`src/rtl/spi_bridge.sv`:
```
// Byte-stream to SPI master bridge: command bytes select/deselect chip selects and run N-byte transfers.
// Optional build macro SPI_LOOPBACK_EN feeds mosi_o back into the receive sampler instead of miso_i.
module spi_bridge #(
  parameter int NUM_CS    = 1,
  parameter int CLK_DIV   = 1,
  parameter bit CPOL      = 1'b0,
  parameter bit CPHA      = 1'b0,
  parameter bit MSB_FIRST = 1'b1
) (
  input  logic              clk_i,
  input  logic              rst_i,
  input  logic [7:0]        out_data_i,
  input  logic              out_valid_i,
  output logic              out_ready_o,
  output logic [7:0]        in_data_o,
  output logic              in_valid_o,
  input  logic              in_ready_i,
  output logic              sck_o,
  output logic [NUM_CS-1:0] csn_o,
  output logic              mosi_o,
  input  logic              miso_i,
  output logic              busy_o
);

  typedef enum logic [1:0] {CMD, DATA, SHIFT, RESP} state_t;

  state_t      state_q, state_d;
  logic        rdy_en_q;
  logic [6:0]  cnt_q;
  logic [3:0]  ph_q;
  logic [7:0]  hcnt_q;
  logic [7:0]  tx_q;
  logic [7:0]  rx_q;
  logic        sample;
  logic        out_fire;
  logic        in_fire;
  logic        half_end;

  function automatic logic first_bit(input logic [7:0] b);
    return MSB_FIRST ? b[7] : b[0];
  endfunction

  function automatic logic [7:0] shift_tx(input logic [7:0] b);
    return MSB_FIRST ? {b[6:0], 1'b0} : {1'b0, b[7:1]};
  endfunction

  function automatic logic [7:0] shift_rx(input logic [7:0] r, input logic s);
    return MSB_FIRST ? {r[6:0], s} : {s, r[7:1]};
  endfunction

`ifdef SPI_LOOPBACK_EN
  assign sample = mosi_o;
`else
  assign sample = miso_i;
`endif

  assign out_fire = out_valid_i & out_ready_o;
  assign in_fire  = in_valid_o & in_ready_i;
  assign half_end = (hcnt_q == 8'(CLK_DIV - 1));

  always_ff @(posedge clk_i or posedge rst_i) begin
    if (rst_i) begin
      state_q  <= CMD;
      rdy_en_q <= 1'b0;
    end else begin
      state_q  <= state_d;
      rdy_en_q <= 1'b1;
    end
  end

  always_comb begin
    state_d     = state_q;
    out_ready_o = rdy_en_q && (state_q == CMD || state_q == DATA);
    in_valid_o  = (state_q == RESP);
    busy_o      = (state_q != CMD);
    case (state_q)
      CMD:   if (out_fire && out_data_i[7:6] == 2'b01) state_d = DATA;
      DATA:  if (out_fire) state_d = SHIFT;
      SHIFT: if (half_end && ph_q == 4'd15) state_d = RESP;
      RESP:  if (in_fire) state_d = (cnt_q != 7'd0) ? DATA : CMD;
      default: state_d = CMD;
    endcase
  end

  // Command decode, byte load and the 16 half-period shift engine
  always_ff @(posedge clk_i or posedge rst_i) begin
    if (rst_i) begin
      csn_o     <= '1;
      cnt_q     <= 7'd0;
      ph_q      <= 4'd0;
      hcnt_q    <= 8'd0;
      tx_q      <= 8'd0;
      rx_q      <= 8'd0;
      mosi_o    <= 1'b0;
      sck_o     <= CPOL;
      in_data_o <= 8'd0;
    end else begin
      case (state_q)
        CMD: begin
          if (out_fire) begin
            case (out_data_i[7:6])
              2'b01: cnt_q <= {1'b0, out_data_i[5:0]} + 7'd1;
              2'b10: begin
                if (32'(out_data_i[2:0]) < NUM_CS)
                  csn_o <= ~(NUM_CS'(1) << out_data_i[2:0]);
                else
                  csn_o <= '1;
              end
              2'b11: csn_o <= '1;
              default: ;
            endcase
          end
        end
        DATA: begin
          if (out_fire) begin
            cnt_q  <= cnt_q - 7'd1;
            tx_q   <= out_data_i;
            mosi_o <= first_bit(out_data_i);
            ph_q   <= 4'd0;
            hcnt_q <= 8'd0;
            // With CPHA=1 the leading edge happens as the byte is loaded.
            sck_o  <= CPHA ? ~CPOL : CPOL;
          end
        end
        SHIFT: begin
          if (half_end) begin
            hcnt_q <= 8'd0;
            if (ph_q == 4'd15) begin
              sck_o     <= CPOL;
              in_data_o <= rx_q;
            end else begin
              ph_q  <= ph_q + 4'd1;
              sck_o <= ~sck_o;
              // Sampling ends even half-periods; mosi advances at the end of odd ones.
              if (!ph_q[0]) begin
                rx_q <= shift_rx(rx_q, sample);
              end else begin
                tx_q   <= shift_tx(tx_q);
                mosi_o <= first_bit(shift_tx(tx_q));
              end
            end
          end else begin
            hcnt_q <= hcnt_q + 8'd1;
          end
        end
        default: ;
      endcase
    end
  end

endmodule

```
`config.mk`:
```
export PLATFORM = sky130hd
export DESIGN_NAME = spi_bridge
export DESIGN_NICKNAME = d
export VERILOG_FILES = /design/src/rtl/spi_bridge.sv
export SDC_FILE = /design/constraint.sdc
export NUM_CORES = 1
export LEC_CHECK = 0
export BUFFER_PORTS_ARGS = -buffer_cell sky130_fd_sc_hd__buf_2
export CAP_MARGIN = 20
export CORE_MARGIN = 4
export CORE_UTILIZATION = 40
export CTS_CLUSTER_DIAMETER = 50
export DETAILED_ROUTE_END_ITERATION = 7
export HOLD_SLACK_MARGIN = 0.06
export PLACE_DENSITY = 0.59
export SLEW_MARGIN = 40
export SYNTH_ARGS = -nofsm -noshare
export SYNTH_HDL_FRONTEND = slang
export SYNTH_SLANG_ARGS = --single-unit
```
`constraint.sdc`:
```
create_clock -name clk_i -period 2.15 [get_ports clk_i]
set_input_delay 0.215 -clock clk_i [delete_from_list [all_inputs] [get_ports clk_i]]
set_output_delay 0.215 -clock clk_i [all_outputs]
set_load 0.005 [all_outputs]
```
==> flow_results.org <==
** Status
- The run finished with clean final reports.

** STA
- Setup clock skew after layout :: 0.0103 ns
- At the pin with the least slew margin, the transition time is 0.663 ns.
- Max transition margin :: 0.557
- Setup repair after global routing could not meet its margin everywhere.
- Highest attainable clock frequency :: 474 MHz
- Post-layout min period :: 2.11 ns
- Dividing the final minimum period by the clock period gives 0.981.
- Final number of hold-violating endpoints :: 0
- Setup total negative slack on the finished layout was measured at 0 ns.
- Final Max Tran Viols :: 0
- Worst hold-check slack :: 0.150 ns
- Setup violations remaining at the end of the flow were counted as 0.

** Global route
- Number of global-route vias before repair :: 1992
- For met2 alone, demand over resource in global routing was 0.241.
- For met3 alone, demand over resource in global routing was 0.0261.
- Entering global routing, the biggest net connects 39 pins.
- The initial antenna violation count was 0.
- After global routing the overflow that remains totals 0.
- Top Usage Layer GRT :: met2
- The first global-routing pass estimated 9320 um of wire.
- For this run, global-route usage on met1 was measured as 0.215.
- Combined global-route utilization of all metal layers :: 0.150

** Worst setup path
- Largest delay share family, worst path :: simple AND/OR/NAND/NOR gates
- Together, buffers and inverters on the worst path number 2.
- Category of the critical setup timing path :: reg2reg
- The worst setup path is captured at a flip-flop.
- Walking the worst path, the cells encountered are inv_1 > ha_1 > or4b_4 > or2_1 > nor3_4 > buf_12 > mux2_2.
- Data arrival time at the worst-slack endpoint :: 2.30 ns
- At the worst endpoint, the required time is 2.34 ns.
- STA classifies the critical path startpoint as a flip-flop.
- The slowest stage of the critical path is the sky130_fd_sc_hd__or4b_4 cell.
- For this run, the slowest stage of the critical path takes 0.45 ns.
- Along the worst path, the maximum fanout reaches 8.

** Floorplan
- The die is 88.5 um wide.
- Die ar. :: 7830 um2
- Measured along the y axis, the die boundary spans 88.5 um.
- 27 I/O pins were placed.
- The floorplan has 29 rows.
- The floorplan step defined a core boundary enclosing 6310 um2.
- Initial Utilization :: 0.410

** Finish
- Relative to the synthesized area, the layout overhead comes to 20.0%.
- Final-stage net count :: 323
- Of the cells placed in the final design, the portion with a size suffix greater than 1 is 0.282.
- Area of all placed cells without fillers :: 3110 um2
- For this run, the share of the core covered by cells in the final layout is 0.492.
- The number of antenna diodes in the final layout is 0.

** Routing
- Drt wl/cell :: 14.3 um
- The routed design has 5390 um of wire.
- Drt pass-1 iters :: 4
- Via count :: 2019
- Number of design rule violations left after detail routing :: 0
- In the routed layout, each cell is associated on average with a via count of 5.34.
- DR iter-0 viols :: 79
- Post-route ant nets :: 0

** Worst hold path
- In this run the worst hold path is classified as in2reg.

** Power
- Summing internal, switching and leakage power gives 4.22 mW.
- Dividing total power by cell area gives a power density of 1360 nW/um2.
- In this run the static leakage power is 1.44 nW.
- Worst VDD drop :: 0.000607 V

** Yosys
- Post-Syn Instances :: 253
- During synthesis, Yosys emitted a total of 0 warnings.
- Dividing the synthesized area by the synthesized cell count gives 10.2 um2.
- Among all flip-flop cells after synthesis, the most frequent one is sky130_fd_sc_hd__dfrtp_1.
- Seq cells post-synth :: 48
- Syn_nets :: 276
- The synthesized design contains 0 enable-type register cells.
- Sequential element share of the synthesized area :: 0.464
- The netlist uses 53 different library cells.
- Summing every instance area after synthesis gives 2590 um2.
- Ys async rst share :: 1.00

** Place
- Port Buf Inserts :: 26
- Routability-driven placement finished with a final weighted congestion of 0.788.
- Detailed placement finished with a half-perimeter wire length of 4080 um.
- Total placed instance area :: 2960 um2

** Job
- Max-cap violations in this run came to 0.

** Clocking
- In this run the deepest clock path goes through 2 buffers.
- In this run the number of H-tree levels came out at 2.
- Buffers added to address setup during post-CTS repair amount to 0.
- TritonCTS clock tree :: yes
- Clock root buffer master :: sky130_fd_sc_hd__clkbuf_8
- Clock latency on the worst-skew pair, taken at its later pin, is 0.30 ns.
- Buffers inserted during clock tree synthesis total 5.
- Total clock sinks :: 48
- Clock transition at the register clock pins on the worst setup and hold paths after CTS :: 0.09 ns
## per-stage QoR
stage,setup slack [ns],std cells
after floorplan,-0.0645,253
after global placement,0.0631,369
after CTS,0.0267,377
after detailed placement,0.0474,369
after global routing,-0.0546,378
final,0.0415,378
## cell usage after synthesis (all sizes together) (2+ instances only)
cell,instances,area [um2]
or3,2,12.5
dfrtp,47,1180
o21ai,9,45.0
nor3b,2,15.0
a31o,2,17.5
a21boi,2,15.0
and3,2,12.5
nor4b,3,26.3
o22ai,2,12.5
a21oi,6,33.8
mux2,18,203
clkbuf,8,30.0
nand3,10,50.1
nor3,9,56.3
a31oi,9,56.3
nor2,18,67.6
xnor2,7,61.3
or2,2,12.5
nor4,4,40.0
a221oi,2,17.5
o31ai,3,22.5
nand4,2,12.5
nand2,17,63.8
o211ai,3,22.5
o21a,2,15.0
ha,10,125
a22o,3,26.3
mux2i,3,30.0
o22a,6,52.6
nor2b,4,25.0
inv,18,67.6
## worst reg2reg max path: stages (launching register included)
cell and delay, ns:
sky130_fd_sc_hd__dfrtp_1 0.39, sky130_fd_sc_hd__inv_1 0.07, sky130_fd_sc_hd__ha_1 0.12, sky130_fd_sc_hd__or4b_4 0.45, sky130_fd_sc_hd__or2_1 0.33, sky130_fd_sc_hd__nor3_4 0.18
sky130_fd_sc_hd__buf_12 0.15, sky130_fd_sc_hd__mux2_2 0.32
## metal layers
layer	vias to the layer above	part of all wire	routed length, um
li1	1015	-	-
met5	-	0	0
met1	966	0.48	2610
met4	0	0.0039	21
met3	3	0.042	228
met2	35	0.47	2530
## timing repair
item                                   in CTS  in global routing
gates resized for setup                     0                  3
endpoints found under the hold margin       0                 35
setup endpoints to repair                   0                 27
hold buffers                                0                  1
## placed cells by master (no fill, tap or decap), types with 4 or more instances in the layout
| cell type | count |
|---|---|
| sky130_fd_sc_hd__ha_1 | 10 |
| sky130_fd_sc_hd__xnor2_1 | 7 |
| sky130_fd_sc_hd__o22a_1 | 6 |
| sky130_fd_sc_hd__nand2_1 | 17 |
| sky130_fd_sc_hd__buf_4 | 21 |
| sky130_fd_sc_hd__clkbuf_8 | 5 |
| sky130_fd_sc_hd__a21oi_1 | 5 |
| sky130_fd_sc_hd__nor3_1 | 8 |
| sky130_fd_sc_hd__dfrtp_1 | 47 |
| sky130_fd_sc_hd__inv_1 | 17 |
| sky130_fd_sc_hd__mux2_2 | 18 |
| sky130_fd_sc_hd__nor2b_1 | 4 |
| sky130_fd_sc_hd__buf_2 | 26 |
| sky130_fd_sc_hd__nor2_1 | 18 |
| sky130_fd_sc_hd__nand3_1 | 10 |
| sky130_fd_sc_hd__o21ai_0 | 9 |
| sky130_fd_sc_hd__a31oi_1 | 9 |
## worst paths after layout
check | startpoint | endpoint | slack (ns) | depth (start not counted)
max | hcnt_q[1] | rx_q[0] | 0.04 | 7
min | miso_i | rx_q[0] | 0.15 | 2
max reg2reg | hcnt_q[1] | rx_q[0] | 0.04 | 7
min reg2reg | csn_o | csn_o | 0.49 | 2
max in group asynchronous | rst_i | in_data_o[6] | 1.07 | 4
min in group asynchronous | rst_i | in_data_o[2] | 0.53 | 3
## cell families after synthesis
group                    share of synthesized area
XOR/XNOR                                    0.0271
other                                      0.00145
multiplexers                                0.0899
AND/OR/NAND/NOR                              0.169
buffers and inverters                       0.0396
flip-flops                                   0.464
AO/OA/AOI/OAI                                0.160
adder cells (fa/ha/maj)                     0.0483
## flip-flops by register name, indices dropped and copies added, names as in the netlist
| register | count |
|---|---|
| state_q | 2 |
| hcnt_q | 8 |
| in_data_o | 8 |
| rdy_en_q | 1 |
| rx_q | 8 |
| csn_o | 1 |
| ph_q | 4 |
| cnt_q | 7 |
| sck_o | 1 |
| mosi_o | 1 |
| tx_q | 7 |
## cell type report
| type | instances | area [um2] |
|---|---|---|
| inverter | 18 | 68.8 |
| tap | 77 | 96.3 |
| timing repair buffer | 49 | 318 |
| clock buffer | 5 | 68.8 |
| fill | 635 | 3200 |
| sequential | 48 | 1200 |
| multi-input combinational | 178 | 1290 |
| clock inverter | 3 | 68.8 |
## power by group
| part | internal, mW | total, mW | switching [mW] |
|---|---|---|---|
| Clock | 0.468 | 0.781 | 0.313 |
| Sequential | 1.19 | 1.39 | 0.197 |
| Combinational | 0.983 | 2.05 | 1.07 |
Power figures use the tool's default switching activity.
